### config.mk
export PLATFORM = sky130hd
export DESIGN_NAME = mips_div_seq
export DESIGN_NICKNAME = d
export VERILOG_FILES = /design/src/rtl/mips_div_seq_pkg.sv /design/src/rtl/mips_div_seq_div_step.sv /design/src/rtl/mips_div_seq.sv
export SDC_FILE = /design/constraint.sdc
export NUM_CORES = 1
export LEC_CHECK = 0
export BUFFER_PORTS_ARGS = -buffer_cell sky130_fd_sc_hd__buf_4
export CAP_MARGIN = 20
export CORE_ASPECT_RATIO = 0.6
export CORE_UTILIZATION = 42
export CTS_CLUSTER_DIAMETER = 40
export CTS_CLUSTER_SIZE = 12
export DETAILED_ROUTE_END_ITERATION = 8
export MAX_ROUTING_LAYER = met4
export PLACE_DENSITY_LB_ADDON = 0.1
export SLEW_MARGIN = 20
export SYNTH_ARGS = -nofsm -noshare
export SYNTH_HDL_FRONTEND = slang
export SYNTH_SLANG_ARGS = --single-unit
### constraint.sdc
create_clock -name clk -period 5.56 [get_ports clk]
set_input_delay 0.278 -clock clk [delete_from_list [all_inputs] [get_ports clk]]
set_output_delay 0.278 -clock clk [all_outputs]
set_load 0.02 [all_outputs]
### src/rtl/mips_div_seq_pkg.sv
// ============================================================================
// mips_div_seq_pkg : shared constants for the sequential MIPS divider
// Rev 1.0
// ============================================================================
`default_nettype none

package mips_div_seq_pkg;

    localparam int DIV_WIDTH    = 32;
    localparam int DIV_LATENCY  = 34;
    localparam int DIV0_LATENCY = 2;

    localparam logic [1:0] S_IDLE = 2'd0;
    localparam logic [1:0] S_CALC = 2'd1;
    localparam logic [1:0] S_FIX  = 2'd2;
    localparam logic [1:0] S_DONE = 2'd3;

endpackage

`default_nettype wire

### src/rtl/mips_div_seq_div_step.sv
// ============================================================================
// div_step : one combinational restoring-division iteration
// Rev 1.0
// ============================================================================
`default_nettype none

module div_step #(
    parameter int WIDTH = 32
) (
    input  logic [WIDTH-1:0] i_r,
    input  logic             i_q_msb,
    input  logic [WIDTH-1:0] i_d,
    output logic [WIDTH-1:0] o_r,
    output logic             o_q_bit
);

    logic [WIDTH:0] w_t;
    logic [WIDTH:0] w_diff;

    assign w_t = {i_r, i_q_msb};

    // Subtract as add of the inverted, zero-extended divisor with carry-in 1
    assign w_diff  = w_t + {1'b1, ~i_d} + (WIDTH+1)'(1);
    assign o_q_bit = ~w_diff[WIDTH];
    assign o_r     = o_q_bit ? w_diff[WIDTH-1:0] : w_t[WIDTH-1:0];

endmodule

`default_nettype wire

### src/rtl/mips_div_seq.sv
// ============================================================================
// mips_div_seq : multi-cycle radix-2 restoring divider for MIPS DIV/DIVU
// Rev 1.0
// ============================================================================
`default_nettype none

module mips_div_seq
    import mips_div_seq_pkg::*;
#(
    parameter int WIDTH = DIV_WIDTH,
    parameter int CNT_W = 6
) (
    input  logic             clk,
    input  logic             rst,
    input  logic             start,
    input  logic             sign,
    input  logic [WIDTH-1:0] dividend,
    input  logic [WIDTH-1:0] divisor,
    input  logic             cancel,
    output logic             busy,
    output logic             done,
    output logic [WIDTH-1:0] quotient,
    output logic [WIDTH-1:0] remainder,
    output logic             div_by_zero
);

    logic [1:0]       r_state;
    logic [1:0]       w_next;
    // Partial remainder stays below the divisor, so its extra top bit is always zero
    logic [WIDTH-1:0] r_r;
    logic [WIDTH-1:0] r_q;
    logic [WIDTH-1:0] r_d;
    logic [CNT_W-1:0] r_cnt;
    logic             r_neg_q;
    logic             r_neg_r;
    logic             r_dz;
    logic [WIDTH-1:0] r_quot;
    logic [WIDTH-1:0] r_rem;
    logic             r_dbz;
    logic             r_done;

    logic             w_busy;
    logic             w_go;
    logic             w_div0;
    logic [WIDTH-1:0] w_dvd_abs;
    logic [WIDTH-1:0] w_dvs_abs;
    logic [WIDTH-1:0] w_step_r;
    logic             w_qbit;

    assign w_go      = start & ~cancel;
    assign w_div0    = (divisor == '0);
    assign w_dvd_abs = (sign & dividend[WIDTH-1]) ? ('0 - dividend) : dividend;
    assign w_dvs_abs = (sign & divisor[WIDTH-1])  ? ('0 - divisor)  : divisor;

    div_step #(.WIDTH(WIDTH)) u_step (
        .i_r     (r_r),
        .i_q_msb (r_q[WIDTH-1]),
        .i_d     (r_d),
        .o_r     (w_step_r),
        .o_q_bit (w_qbit)
    );

    always_ff @(posedge clk or posedge rst) begin
        if (rst) r_state <= S_IDLE;
        else     r_state <= w_next;
    end

    always_comb begin
        w_next = r_state;
        case (r_state)
            S_IDLE: if (w_go) w_next = w_div0 ? S_FIX : S_CALC;
            S_CALC: begin
                if (cancel)                            w_next = S_IDLE;
                else if (r_cnt == CNT_W'(WIDTH - 1))   w_next = S_FIX;
            end
            S_FIX:  w_next = cancel ? S_IDLE : S_DONE;
            S_DONE: w_next = S_IDLE;
            default: w_next = S_IDLE;
        endcase
    end

    always_comb begin
        w_busy = (r_state != S_IDLE);
    end

    always_ff @(posedge clk or posedge rst) begin
        if (rst) begin
            r_r     <= '0;
            r_q     <= '0;
            r_d     <= '0;
            r_cnt   <= '0;
            r_neg_q <= 1'b0;
            r_neg_r <= 1'b0;
            r_dz    <= 1'b0;
            r_quot  <= '0;
            r_rem   <= '0;
            r_dbz   <= 1'b0;
            r_done  <= 1'b0;
        end else begin
            // done lags the DONE state by one edge; a cancel there suppresses it
            r_done <= (r_state == S_DONE) & ~cancel;
            case (r_state)
                S_IDLE: if (w_go) begin
                    r_r     <= '0;
                    r_cnt   <= '0;
                    r_d     <= w_dvs_abs;
                    r_dz    <= w_div0;
                    r_q     <= w_div0 ? dividend : w_dvd_abs;
                    r_neg_q <= sign & (dividend[WIDTH-1] ^ divisor[WIDTH-1]);
                    r_neg_r <= sign & dividend[WIDTH-1];
                end
                S_CALC: begin
                    r_r   <= w_step_r;
                    r_q   <= {r_q[WIDTH-2:0], w_qbit};
                    r_cnt <= r_cnt + CNT_W'(1);
                end
                S_FIX: if (!cancel) begin
                    r_dbz <= r_dz;
                    if (r_dz) begin
                        r_quot <= '1;
                        r_rem  <= r_q;
                    end else begin
                        r_quot <= r_neg_q ? ('0 - r_q) : r_q;
                        r_rem  <= r_neg_r ? ('0 - r_r) : r_r;
                    end
                end
                default: ;
            endcase
        end
    end

    assign busy        = w_busy;
    assign done        = r_done;
    assign quotient    = r_quot;
    assign remainder   = r_rem;
    assign div_by_zero = r_dbz;

endmodule

`default_nettype wire

==> results.sh, run 1 <==
export IMPL_drc=0
export IMPL_slew_viol_final=0
export IMPL_r2r_start="r_q[31]$_DFFE_PP0P_"
export IMPL_yosysWarnings=0
export IMPL_clock_sinks=173
export IMPL_initial_core_util=0.427
export IMPL_grt_max_degree=104
export IMPL_clock_latency_ps=440
export IMPL_core_um2=26400
export IMPL_max_freq_ghz=0.268
export IMPL_grt_overflow_total=0
export IMPL_p_leak_nw=5.89
export IMPL_r2r_end="r_r[20]$_DFFE_PP0P_"
export IMPL_rsz0062_at_grt="no"
export IMPL_firstDrtPassIters=5
export IMPL_crit_type="flip-flop to flip-flop"
export IMPL_status="completed"
export IMPL_final_cell_mix="dfrtp_1 (173), o21ai_0 (166), nand2_1 (164)"
export IMPL_cp_max_fo=22
export IMPL_synth_nets=1454
export IMPL_drt_wl_total_um=33700
export IMPL_reg2reg_slack_ps=1830
export IMPL_numCtsBuffers=17
export IMPL_rows=46
export IMPL_synth_async_reset_ratio=1.00
export IMPL_fin_setup_tns_ps=0
export IMPL_synth_area_per_cell_um2=8.37
export IMPL_synthDistinctLibCells=65
export IMPL_die_x_um=214
export IMPL_fill_cells=2626
export IMPL_cts_root_buf="clkbuf_16"
export IMPL_cts_tree="built"
export IMPL_syn2layout_area_growth_pct=16.3
export IMPL_track_usage=0.258
export IMPL_cap_violations=0
export IMPL_htreeDepth=4
export IMPL_min_to="r_state[1]$_DFFE_PP0P_"
export IMPL_die_height_um=129
export IMPL_ir_drop_mv=0.196
export IMPL_final_common_cell="dfrtp_1"
export IMPL_finalHoldViolCount=0
export IMPL_ys_flop_type="dfrtp_1"
export IMPL_yosysSeqAreaShare=0.384
export IMPL_cp_arrival_ps=4090
export IMPL_syn_area_um2=11300
export IMPL_synth_cells=1347
export IMPL_vias=10200
export IMPL_synth_seq_cells=173
export IMPL_grt_pass1_vias=9167
export IMPL_synth_edf_count=0
export IMPL_fin_util=0.497
export IMPL_tightest_slew_ps=1050
export IMPL_grt_pass1_wl_um=52700
export IMPL_r2r_cells=12
export IMPL_ctsResizeCount=0
export IMPL_ant_nets=0
export IMPL_skew_ps=10.9
export IMPL_post_cts_buffers=0
export IMPL_nNetsFinal=1548
export IMPL_whs_path_depth=2
export IMPL_clk_path_buf_depth=2
export IMPL_fin_crit_sh=0.671
export IMPL_cp_required_ps=5920
export IMPL_drive_gt1_frac=0.139
export IMPL_die_area_um2=27500
export IMPL_critPathCaptureType="flip-flop"
export IMPL_multi_input_area_um2=6490
export IMPL_gp_congestion=0.886
export IMPL_wire_per_inst_um=18.6
export IMPL_antenna_found_initial=1
export IMPL_cellPowerDensity_nw_per_um2=443
export IMPL_setup_viol=0
export IMPL_critPathLaunchType="flip-flop"
export IMPL_slew_headroom=0.299
export IMPL_io_buffers=135
export IMPL_drt_iter0_markers=895
export IMPL_layout_min_cycle_time_ps=3730
export IMPL_ff_latch_area_um2=4330
export IMPL_hp_start="cancel"
export IMPL_io_pins=136
export IMPL_clk_pin_slew_worst_paths_ps=70
export IMPL_via_per_inst=5.61
export IMPL_dp_hpwl_um=24900
export IMPL_hp_class="input pin to flip-flop"
-- worst max-delay path by stage --
stage                                    from                      end  slack (ps)  cells past startpoint
final                     r_q[31]$_DFFE_PP0P_      r_r[20]$_DFFE_PP0P_        1830                     12
after CTS                 r_q[31]$_DFFE_PP0P_      r_r[20]$_DFFE_PP0P_        1890                     12
after detailed placement  r_q[31]$_DFFE_PP0P_      r_r[20]$_DFFE_PP0P_        1900                     12
after global placement             divisor[0]      r_q[17]$_DFFE_PP0P_        1930                     13
after floorplan                           rst  div_by_zero$_DFFE_PP0P_         590                      1
after global routing      r_q[31]$_DFFE_PP0P_      r_r[27]$_DFFE_PP0P_        1500                     12
-- logic make-up (layout without fill, tap and decap cells) --
kind of cell | count (synthesis) | after routing | synth area share
AOI/OAI and AO/OA | 444 | 444 | 0.233
xor gates and xnor gates | 145 | 145 | 0.113
adders and majority gates | 38 | 38 | 0.0428
buffers and inverters | 128 | 231 | 0.0438
DFF | 173 | 173 | 0.384
muxes | 20 | 20 | 0.0183
other | 0 | 1 | 0
and+or+nand+nor | 399 | 399 | 0.166
-- registers in the layout, summed over array words and instances, names as in the netlist --
register     cells
r_cnt            6
quotient        32
r_q             32
done             1
r_r             32
r_neg_q          1
div_by_zero      1
r_d             32
r_state          2
r_dz             1
r_neg_r          1
remainder       32
-- where the power goes --
part | internal [mW] | total [mW] | switching (mW)
Sequential | 1.52 | 1.92 | 0.405
Clock | 0.583 | 1.07 | 0.490
Combinational | 1.16 | 2.82 | 1.66
Total | 3.27 | 5.82 | 2.55
-- cells in the mapped netlist, drive strengths merged (13+ instances only) --
library cell	n	area [µm²]
buf	13	62.6
a22oi	31	233
nor2	93	349
or3	24	155
nand3	21	105
o21ai	172	868
inv	52	195
a21o	16	120
clkbuf	63	236
nand2b	16	100
and3	15	93.8
xnor2	50	438
dfrtp	173	4330
xor2	95	832
nor3	14	75.1
a21oi	130	651
o31ai	32	240
mux2i	15	150
nand2	165	622
ha	37	463
-- through the flow --
step	std cells	power (mW)	hold slack [ps]	cell area, µm²	setup slack, ps
3_5_place_dp	1780	4.72	432	12600	1900
3_3_place_gp	1780	4.71	427	12600	1930
6_report	1811	5.82	52.1	13100	1830
2_1_floorplan	1347	3.90	344	11300	594
4_1_cts	1809	5.82	28.0	13100	1890
5_1_grt	1811	6.26	45.5	13100	1500
-- worst max-delay path, stage by stage (launching register included) --
cell      delay, ps
dfrtp_1         400
inv_1           200
ha_1            240
fa_1            200
nand2b_1        150
a21oi_1         100
o21ai_0         280
nor4bb_1        520
o21ai_1         250
xor2_2          420
buf_4           400
nand2_1         220
o21ai_0         240
-- cell type report --
type | count | share of cell area
Multi-Input combinational cell | 1046 | 0.495
Sequential cell | 173 | 0.330
Timing Repair Buffer | 151 | 0.0881
Clock buffer | 25 | 0.0362
Tap cell | 360 | 0.0343
Inverter | 52 | 0.0153
Clock inverter | 3 | 0.00114
Antenna cell | 1 | 0.000191
-- metal layers --
layer  global-route usage  routed length, µm  vias to the layer above
met5                    -                  0                        -
met4               0.0525                252                        0
met3               0.0530               2250                       16
met2                0.333              13600                      288
met1                0.403              17600                     4905
li1                     -                  -                     4956
-- timing repair --
action | in CTS | in global routing
hold buffers | 1 | 0
setup endpoints to repair | 0 | 0
hold endpoints to repair | 68 | 0
(Power assumes the default switching activity.)
==> inputs of run 2 (changes only) <==
- clock period: 5.56 -> 3.9 ns (I/O delays scaled with it)
==> run 2 against run 1 <==
Against the previous run: via count fell by 0.39%; maximum frequency rose by 4.4%; routed wire length fell by 2.0%; cell area rose by 1.0%; sequential share of layout area fell by 0.32 points; critical path depth fell by 3; combinational power rose by 44%; critical endpoint is now quotient[31]$_DFFE_PP0P_.
==> results.sh, run 2 (same netlist as run 1, synthesis figures left out) <==
export IMPL_cp_arrival_ps=3900
export IMPL_clock_sinks=173
export IMPL_clock_latency_ps=450
export IMPL_antenna_found_initial=2
export IMPL_p_leak_nw=5.94
export IMPL_syn2layout_area_growth_pct=17.5
export IMPL_ir_drop_mv=0.268
export IMPL_drive_gt1_frac=0.144
export IMPL_drc=0
export IMPL_firstDrtPassIters=7
export IMPL_io_buffers=135
export IMPL_track_usage=0.252
export IMPL_finalHoldViolCount=0
export IMPL_gp_congestion=0.926
export IMPL_grt_max_degree=174
export IMPL_grt_pass1_wl_um=51900
export IMPL_status="completed"
export IMPL_rsz0062_at_grt="no"
export IMPL_cp_required_ps=4220
export IMPL_critPathCaptureType="flip-flop"
export IMPL_tightest_slew_ps=1080
export IMPL_cellPowerDensity_nw_per_um2=648
export IMPL_slew_viol_final=0
export IMPL_placed_area_um2=12600
export IMPL_crit_type="flip-flop to flip-flop"
export IMPL_final_cell_mix="dfrtp_1 (172), o21ai_0 (166), nand2_1 (164)"
export IMPL_numCtsBuffers=17
export IMPL_cp_max_fo=6
export IMPL_r2r_end="quotient[31]$_DFFE_PP0P_"
export IMPL_final_common_cell="dfrtp_1"
export IMPL_layout_min_cycle_time_ps=3580
export IMPL_fill_cells=2543
export IMPL_hp_class="input pin to async pin"
export IMPL_ant_nets=0
export IMPL_vias=10100
export IMPL_reg2reg_slack_ps=320
export IMPL_htreeDepth=4
export IMPL_drt_iter0_markers=828
export IMPL_clk_path_buf_depth=2
export IMPL_max_freq_ghz=0.280
export IMPL_cts_root_buf="clkbuf_16"
export IMPL_rows=46
export IMPL_core_um2=26400
export IMPL_dp_cells=1782
export IMPL_grt_overflow_total=0
export IMPL_setup_viol=0
export IMPL_via_per_inst=5.58
export IMPL_slew_headroom=0.283
export IMPL_nNetsFinal=1549
export IMPL_cap_violations=0
export IMPL_clk_pin_slew_worst_paths_ps=70
export IMPL_fin_setup_tns_ps=0
export IMPL_skew_ps=8.76
export IMPL_dp_hpwl_um=23600
export IMPL_drt_wl_total_um=33000
export IMPL_die_height_um=129
export IMPL_final_area_um2=13300
export IMPL_r2r_cells=9
export IMPL_critPathLaunchType="flip-flop"
export IMPL_initial_core_util=0.427
export IMPL_die_x_um=214
export IMPL_fin_util=0.502
export IMPL_die_area_um2=27500
export IMPL_cts_tree="built"
export IMPL_grt_pass1_vias=9208
export IMPL_io_pins=136
export IMPL_post_cts_buffers=0
export IMPL_r2r_start="r_q[3]$_DFFE_PP0P_"
export IMPL_wire_per_inst_um=18.2
export IMPL_fin_crit_sh=0.917
export IMPL_fin_cells=1816
-- run 2: cell count changes in the layout (fill, tap and decap cells not counted), moves of 2 or more --
cell,delta
clkinv_2,-2
clkbuf_1,-2
bufinv_16,+2
buf_12,+3
clkbuf_8,+3
clkinvlp_4,+3
-- run 2: area by class of cell --
| class | count | area, µm² | area share |
|---|---|---|---|
| Clock inverter | 5 | 80.1 | 0.00604 |
| Inverter | 52 | 199 | 0.0150 |
| Multi-Input combinational cell | 1046 | 6500 | 0.490 |
| Antenna cell | 2 | 5.00 | 0.000378 |
| Clock buffer | 26 | 509 | 0.0384 |
| Tap cell | 360 | 450 | 0.0340 |
| Sequential cell | 173 | 4330 | 0.327 |
| Timing Repair Buffer | 152 | 1180 | 0.0891 |
-- run 2: per-layer routing --
layer  track usage  wire (µm)  up-vias
met5             -          0        -
met4        0.0559        282        0
met3        0.0466       1600       17
met2         0.338      13700      220
met1         0.383      17400     4922
li1              -          -     4966
-- run 2: worst max path at each step --
stage                       start                        to  slack [ps]  cells after the start
2_1_floorplan  r_q[9]$_DFFE_PP0P_  quotient[30]$_DFFE_PP0P_        1020                      9
6_report       r_q[3]$_DFFE_PP0P_  quotient[31]$_DFFE_PP0P_         320                      9
3_5_place_dp   r_q[3]$_DFFE_PP0P_  quotient[31]$_DFFE_PP0P_         250                      9
4_1_cts        r_q[3]$_DFFE_PP0P_  quotient[31]$_DFFE_PP0P_         240                      9
3_3_place_gp   r_q[3]$_DFFE_PP0P_  quotient[31]$_DFFE_PP0P_         250                      9
5_1_grt        r_q[3]$_DFFE_PP0P_  quotient[31]$_DFFE_PP0P_         130                      9
-- run 2: timing repair --
action	in CTS	in global routing
setup endpoints to repair	0	1
hold endpoints to repair	2	0
gates resized for setup	0	1
hold buffers	1	0
-- run 2: worst max-delay path: stages, from the launching register on --
cell and delay (ps):
dfrtp_1 460, or3_1 410, nor4_1 320, nand3_1 240, or3_1 510, o41a_1 490
a21oi_1 290, nand2_1 270, xnor2_2 340, a21oi_1 110
-- run 2: through the flow --
step	power (mW)	worst slack [ps]	hold WS, ps
2_1_floorplan	5.56	1020	261
3_3_place_gp	6.75	252	426
3_5_place_dp	6.78	253	426
4_1_cts	8.59	238	8.14
5_1_grt	9.19	129	32.5
6_report	8.59	324	0.480
-- run 2: power by group --
group	switching [mW]	total, mW	internal, mW
Combinational	2.32	4.06	1.75
Sequential	0.577	2.74	2.17
Clock	0.753	1.78	1.03
